===== src/rtl/alu_mdu.sv =====
// Execute-stage unit: registered single-cycle ALU plus an iterative multiply/divide
// unit that owns the architectural HI/LO registers and stalls the pipe while busy.
module alu_mdu #(
   parameter int W       = 32,
   parameter int SHAMT_W = 5
) (
   input  logic               CLK,
   input  logic               RST,
   input  logic               in_valid,
   input  logic [5:0]         op,
   input  logic [W-1:0]       a,
   input  logic [W-1:0]       b,
   input  logic [SHAMT_W-1:0] shamt,
   output logic               stall,
   output logic               out_valid,
   output logic [W-1:0]       out,
   output logic               ovf,
   output logic               illegal,
   output logic               div_by_zero,
   output logic [W-1:0]       hi,
   output logic [W-1:0]       lo
);

   localparam logic [5:0] OP_SLL   = 6'b000000;
   localparam logic [5:0] OP_SRL   = 6'b000010;
   localparam logic [5:0] OP_SRA   = 6'b000011;
   localparam logic [5:0] OP_SLLV  = 6'b000100;
   localparam logic [5:0] OP_SRLV  = 6'b000110;
   localparam logic [5:0] OP_SRAV  = 6'b000111;
   localparam logic [5:0] OP_LUI   = 6'b001111;
   localparam logic [5:0] OP_MFHI  = 6'b010000;
   localparam logic [5:0] OP_MTHI  = 6'b010001;
   localparam logic [5:0] OP_MFLO  = 6'b010010;
   localparam logic [5:0] OP_MTLO  = 6'b010011;
   localparam logic [5:0] OP_MULT  = 6'b011000;
   localparam logic [5:0] OP_MULTU = 6'b011001;
   localparam logic [5:0] OP_DIV   = 6'b011010;
   localparam logic [5:0] OP_DIVU  = 6'b011011;
   localparam logic [5:0] OP_ADD   = 6'b100000;
   localparam logic [5:0] OP_ADDU  = 6'b100001;
   localparam logic [5:0] OP_SUB   = 6'b100010;
   localparam logic [5:0] OP_SUBU  = 6'b100011;
   localparam logic [5:0] OP_AND   = 6'b100100;
   localparam logic [5:0] OP_OR    = 6'b100101;
   localparam logic [5:0] OP_XOR   = 6'b100110;
   localparam logic [5:0] OP_NOR   = 6'b100111;
   localparam logic [5:0] OP_SLT   = 6'b101010;
   localparam logic [5:0] OP_SLTU  = 6'b101011;

   typedef enum logic {S_IDLE, S_BUSY} state_t;

   function automatic logic add_ovf(input logic signed [W-1:0] x, input logic signed [W-1:0] y,
                                    input logic [W-1:0] s);
      return (x[W-1] == y[W-1]) && (s[W-1] != x[W-1]);
   endfunction

   function automatic logic sub_ovf(input logic signed [W-1:0] x, input logic signed [W-1:0] y,
                                    input logic [W-1:0] s);
      return (x[W-1] != y[W-1]) && (s[W-1] != x[W-1]);
   endfunction

   function automatic logic [W-1:0] apply_sign(input logic [W-1:0] x, input logic neg);
      return neg ? -x : x;
   endfunction

   state_t               r_state, w_state_n;
   logic [SHAMT_W-1:0]   r_cnt;
   logic                 r_vld_p1, r_ovf_p1, r_ill_p1, r_dbz_p1;
   logic [W-1:0]         r_out_p1, r_hi, r_lo;

   // MDU working state, private so HI/LO stay stable while busy
   logic [W-1:0]         r_acc, r_quo, r_dvs, r_a_raw;
   logic                 r_is_div, r_neg_q, r_neg_r, r_dbz;

   logic                 w_accept, w_gpr, w_mdu, w_mthi, w_mtlo, w_ovf, w_ill, w_signed;
   logic [W-1:0]         w_res, w_sum, w_diff;
   logic signed [W-1:0]  w_a_s, w_b_s;
   logic [SHAMT_W-1:0]   w_vamt;
   logic [W:0]           w_madd, w_shift;
   logic [W-1:0]         w_trial, w_hi_n, w_lo_n, w_fin_hi, w_fin_lo;
   logic                 w_qbit, w_last;
   logic [2*W-1:0]       w_prod;

   assign stall       = (r_state == S_BUSY);
   assign w_accept    = in_valid && !stall;
   assign out_valid   = r_vld_p1;
   assign out         = r_out_p1;
   assign ovf         = r_ovf_p1;
   assign illegal     = r_ill_p1;
   assign div_by_zero = r_dbz_p1;
   assign hi          = r_hi;
   assign lo          = r_lo;

   assign w_a_s    = a;
   assign w_b_s    = b;
   assign w_sum    = a + b;
   assign w_diff   = a - b;
   assign w_vamt   = a[SHAMT_W-1:0];
   assign w_signed = (op == OP_MULT) || (op == OP_DIV);
   assign w_last   = (r_state == S_BUSY) && (r_cnt == SHAMT_W'(W - 1));

   always_comb begin
      w_res  = '0;
      w_gpr  = 1'b1;
      w_mdu  = 1'b0;
      w_mthi = 1'b0;
      w_mtlo = 1'b0;
      w_ovf  = 1'b0;
      w_ill  = 1'b0;
      case (op)
         OP_ADD:   begin w_res = w_sum;  w_ovf = add_ovf(w_a_s, w_b_s, w_sum);  end
         OP_ADDU:  w_res = w_sum;
         OP_SUB:   begin w_res = w_diff; w_ovf = sub_ovf(w_a_s, w_b_s, w_diff); end
         OP_SUBU:  w_res = w_diff;
         OP_AND:   w_res = a & b;
         OP_OR:    w_res = a | b;
         OP_XOR:   w_res = a ^ b;
         OP_NOR:   w_res = ~(a | b);
         OP_SLT:   w_res = {{(W-1){1'b0}}, (w_a_s < w_b_s)};
         OP_SLTU:  w_res = {{(W-1){1'b0}}, (a < b)};
         OP_SLL:   w_res = b << shamt;
         OP_SRL:   w_res = b >> shamt;
         OP_SRA:   w_res = w_b_s >>> shamt;
         OP_SLLV:  w_res = b << w_vamt;
         OP_SRLV:  w_res = b >> w_vamt;
         OP_SRAV:  w_res = w_b_s >>> w_vamt;
         OP_LUI:   w_res = b << (W / 2);
         OP_MFHI:  w_res = r_hi;
         OP_MFLO:  w_res = r_lo;
         OP_MTHI:  begin w_gpr = 1'b0; w_mthi = 1'b1; end
         OP_MTLO:  begin w_gpr = 1'b0; w_mtlo = 1'b1; end
         OP_MULT, OP_MULTU, OP_DIV, OP_DIVU: begin w_gpr = 1'b0; w_mdu = 1'b1; end
         default:  begin w_res = '1; w_ill = 1'b1; end
      endcase
   end

   // One MDU step: shift-add for multiply, restoring subtract for divide
   always_comb begin
      w_madd  = {1'b0, r_acc} + (r_quo[0] ? {1'b0, r_dvs} : {(W+1){1'b0}});
      w_shift = {r_acc, r_quo[W-1]};
      w_qbit  = (w_shift >= {1'b0, r_dvs});
      w_trial = w_shift[W-1:0] - r_dvs;
      if (r_is_div) begin
         w_hi_n = w_qbit ? w_trial : w_shift[W-1:0];
         w_lo_n = {r_quo[W-2:0], w_qbit};
      end else begin
         w_hi_n = w_madd[W:1];
         w_lo_n = {w_madd[0], r_quo[W-1:1]};
      end
      w_prod = r_neg_q ? -{w_hi_n, w_lo_n} : {w_hi_n, w_lo_n};
      if (!r_is_div) begin
         w_fin_hi = w_prod[2*W-1:W];
         w_fin_lo = w_prod[W-1:0];
      end else if (r_dbz) begin
         w_fin_hi = r_a_raw;
         w_fin_lo = '1;
      end else begin
         w_fin_hi = apply_sign(w_hi_n, r_neg_r);
         w_fin_lo = apply_sign(w_lo_n, r_neg_q);
      end
   end

   always_ff @(posedge CLK) begin
      if (RST) r_state <= S_IDLE;
      else     r_state <= w_state_n;
   end

   always_comb begin
      w_state_n = r_state;
      case (r_state)
         S_IDLE: if (w_accept && w_mdu) w_state_n = S_BUSY;
         S_BUSY: if (w_last)            w_state_n = S_IDLE;
      endcase
   end

   // Result stage p1 and architectural HI/LO
   always_ff @(posedge CLK) begin
      if (RST) begin
         r_vld_p1 <= 1'b0;
         r_ovf_p1 <= 1'b0;
         r_ill_p1 <= 1'b0;
         r_dbz_p1 <= 1'b0;
         r_out_p1 <= '0;
         r_hi     <= '0;
         r_lo     <= '0;
         r_cnt    <= '0;
      end else begin
         r_vld_p1 <= w_accept && w_gpr;
         r_ovf_p1 <= w_accept && w_gpr && w_ovf;
         r_ill_p1 <= w_accept && w_ill;
         r_dbz_p1 <= w_last && r_is_div && r_dbz;
         if (w_accept && w_gpr)  r_out_p1 <= w_res;
         if (w_accept && w_mthi) r_hi <= a;
         if (w_accept && w_mtlo) r_lo <= a;
         if (w_last) begin
            r_hi <= w_fin_hi;
            r_lo <= w_fin_lo;
         end
         if (stall) r_cnt <= r_cnt + 1'b1;
         else       r_cnt <= '0;
      end
   end

   // Signed operations run on magnitudes; signs are reapplied on the final edge
   always_ff @(posedge CLK) begin
      if (w_accept && w_mdu) begin
         r_acc    <= '0;
         r_quo    <= apply_sign(a, w_signed && a[W-1]);
         r_dvs    <= apply_sign(b, w_signed && b[W-1]);
         r_is_div <= op[1];
         r_neg_q  <= w_signed && (a[W-1] ^ b[W-1]);
         r_neg_r  <= w_signed && a[W-1];
         r_dbz    <= op[1] && (b == '0);
         r_a_raw  <= a;
      end else if (stall) begin
         r_acc <= w_hi_n;
         r_quo <= w_lo_n;
      end
   end

endmodule


===== config.mk =====
export PLATFORM = sky130hd
export DESIGN_NAME = alu_mdu
export DESIGN_NICKNAME = d
export VERILOG_FILES = /design/src/rtl/alu_mdu.sv
export SDC_FILE = /design/constraint.sdc
export NUM_CORES = 2
export LEC_CHECK = 0
export ABC_AREA = 0
export BUFFER_PORTS_ARGS = -buffer_cell sky130_fd_sc_hd__buf_4
export CAP_MARGIN = 10
export CORE_MARGIN = 2
export CORE_UTILIZATION = 45
export CTS_CLUSTER_SIZE = 20
export DETAILED_ROUTE_END_ITERATION = 8
export PLACE_DENSITY_LB_ADDON = 0.1
export SLEW_MARGIN = 30
export SYNTH_ARGS = -nofsm -noshare
export SYNTH_HDL_FRONTEND = slang
export SYNTH_SLANG_ARGS = --single-unit

===== constraint.sdc =====
create_clock -name CLK -period 5 [get_ports CLK]
set_clock_uncertainty 0.2 [all_clocks]
set_input_delay 0.75 -clock CLK [delete_from_list [all_inputs] [get_ports CLK]]
set_output_delay 0.75 -clock CLK [all_outputs]
set_load 0.005 [all_outputs]

==> reports/results.tsv <==
metric	value	unit
status	finished clean	
drt total wl	155000	um
Syn Std Cell Area	0.0281	mm^2
Critical Path RT	5.28	ns
layout cell share with drive strength beyond 1	23.9	%
Die Y	254	um
htree depth	1	
number of global-route vias before repair	31300	
synthesized area per cell	7.45	um^2
Buffers & Inverters on Critical Path	5	
GPL Wtd Cong	1.15	
Synth-to-Final Area Change	29.0	%
DR iter-0 viols	4476	
Hold Crit Class	in2reg	
fmax	203	MHz
slowest stage delay, CP	0.46	ns
num ports	179	
Worst Setup Slack, final	0.0618	ns
Worst slew margin	22.0	%
gr usage total	46.4	%
number of synthesized flops with an enable pin	100	
period utilization	98.8	%
fin cells	5227	
die area	0.0644	mm^2
sequential share of the synthesized area	20.5	%
LEAKAGE	15.5	nW
final slew viol count	0	
Worst R2R Start	r_quo[31]$_DFFE_PP_	
Setup WS pre-CTS	-0.361	ns
Async SR Flop Fraction	0	%
Routed Antenna Nets	0	
Worst Tran Pin Value	1.17	ns
max-cap viol count	0	
global-route wire length before repair	217000	um
worst path arrival time	5.22	ns
core area	0.0617	mm^2
CTS buffer count	30	
worst reg2reg endpoint	hi[17]$_SDFFE_PP0P_	
number of gates on the worst path with buffers counted	18	
Hold WS	0.200	ns
Port Buf Inserts	178	
final number of setup-violating endpoints	0	
Remaining DRCs	0	
post-DP HPWL	123000	um
delay-heaviest family, CP	simple AND/OR/NAND/NOR gates	
most used cell, CP	buf_4	
clk_lat worst skew	0.63	ns
Final Hold Vio Count	0	
Worst Setup Path Type	reg2reg	
Cell variety after synth	114	
clock tree buffer depth	3	
Synth Register Bits	238	
clk sinks	238	
routed vias	34000	
overall power	10.8	mW
row cnt	91	
number of hold buffers added after cts	0	
worst-path cell chain	inv_1, ha_2, nand3_1, nor2_1, nand4_1, and3_4, buf_6, o311ai_4, buf_4, buf_4, a2111o_1, nand3b_1, or4_1, buf_4, o41ai_2, xor2_1, a22oi_1, a21oi_1	
drt first pass iters	6	
Post-Syn Nets	4019	
reg2reg setup slack	0.06	ns
CTS tree	built	
min cycle time layout	4.94	ns
RSZ-0062 raised after global routing	yes	
Setup crit end kind	register	
worst reg-to-reg path cell count	18	
Main synth FF type	dfxtp_1	
worst-path maximum fanout	7	
clock root buffer	clkbuf_16	
dpl cells	5145	
clock-pin slew on the worst setup and hold paths	0.06	ns
Congestion Overflow GR	0	
vias per cell	6.50	
initial antenna violation count	8	
Cells after Synth	3771	
Starting Density	45.5	%
Die Wd	254	um
CP startpoint kind	register	
Critical Path Start	r_quo[31]$_DFFE_PP_	
fin nets	4611	
Cell Pwr Density	298	mW/mm^2
slowest stage cell on the critical path	or4_1	
crit path capture	hi[17]$_SDFFE_PP0P_	
largest net degree at the start of global routing	75	
Peak VDD IR	242	uV
synth warn	0	
WL/cell	29.7	um
## layout by cell type (no fill, tap or decap), drive strengths merged, types with 39 or more instances in the layout
cell,synthesis,routed
nor2,389,389
xor2,56,56
a31oi,50,50
o21ai,263,263
and2,50,50
a221oi,43,43
dfxtp,138,138
mux2i,266,266
a311oi,51,51
buf,52,827
xnor2,146,146
nor3,95,95
nand3,83,83
and3,39,39
a21oi,335,335
edfxtp,100,100
o211ai,51,51
clkbuf,213,46
a21o,47,47
nand2b,45,45
inv,172,172
nand2,392,392
a211oi,42,42
ha,166,166
## report_power, final
group / switching, mW / leakage, nW / internal [mW]
combinational: 3.50 / 13.0 / 2.69
clock: 0.983 / 0.510 / 1.36
sequential: 0.102 / 2.04 / 2.15
## kinds of logic (layout without fill, tap and decap cells)
logic type,Yosys count,in the layout,synth area share (%)
flip-flops,238,238,20.5
buffers and inverters,443,1059,6.48
multiplexers,283,283,10.4
other,0,3,0
XOR/XNOR,202,202,6.30
AND/OR/NAND/NOR,1256,1256,20.8
AO/OA/AOI/OAI,1179,1179,27.7
adder cells (fa/ha/maj),170,170,7.68
## metal layers
layer | GRT usage (%) | vias to the layer above | routed length (um) | share of wire [%]
li1 | - | 15000 | - | -
met1 | 56.8 | 16100 | 57300 | 37
met2 | 70.9 | 2246 | 65300 | 42
met3 | 10.7 | 616 | 17500 | 11
met4 | 34.9 | 8 | 14800 | 9.6
met5 | 0 | - | 48 | 0.031
## worst min-delay path by stage
stage | from | to | depth (start not counted)
floorplan | r_cnt[0]$_SDFF_PP0_ | r_cnt[0]$_SDFF_PP0_ | 1
global placement | r_cnt[0]$_SDFF_PP0_ | r_cnt[0]$_SDFF_PP0_ | 1
detailed placement | r_cnt[0]$_SDFF_PP0_ | r_cnt[0]$_SDFF_PP0_ | 1
CTS | a[3] | r_a_raw[3]$_DFFE_PP_ | 1
global route | a[27] | r_a_raw[27]$_DFFE_PP_ | 1
finish | a[27] | r_a_raw[27]$_DFFE_PP_ | 1
## cells in the mapped netlist, types with 56 or more instances
master    instances  area (um^2)
xnor2_1         146         1280
o21ai_0         254         1270
nor3_1           93          465
edfxtp_1        100         3000
inv_1           172          646
mux2i_1         266         2660
dfxtp_1         138         2760
nand2_1         391         1470
ha_1            166         2080
xor2_1           56          490
clkbuf_1        207          777
nor2_1          389         1460
a21oi_1         334         1670
nand3_1          83          415
## registers in the layout (all words and copies together) (netlist names)
register	flops
div_by_zero	1
hi	32
illegal	1
lo	32
out	32
out_valid	1
ovf	1
r_a_raw	32
r_acc	32
r_cnt	5
r_dbz	1
r_dvs	32
r_is_div	1
r_neg_q	1
r_neg_r	1
r_quo	32
stall	1
## cell type report
type,count,area [um^2]
clock buffers,46,913
fillers,5967,25500
multi-input cells,3090,21200
well taps,837,1050
clock inverters,10,131
repair buffers,827,6470
diodes,3,7.51
inverters,176,661
flip-flops and latches,238,5770
## per-stage QoR
step / utilization (%) / TNS (ns) / cell area, um^2
floorplan: - / 0 / 28100
global placement: 55.7 / -4.84 / 34400
detailed placement: 55.7 / -3.46 / 34400
CTS: 57.6 / -0.0631 / 35600
global route: 58.7 / -0.360 / 36200
finish: 58.7 / 0 / 36200
## repair_timing
| action | in CTS | in global routing |
|---|---|---|
| pin swaps | 5 | 38 |
| gates resized for setup | 27 | 98 |
| setup endpoints to repair | 24 | 25 |
| buffers inserted | 2 | 22 |
No activity file was read; power rests on OpenSTA's default activity.
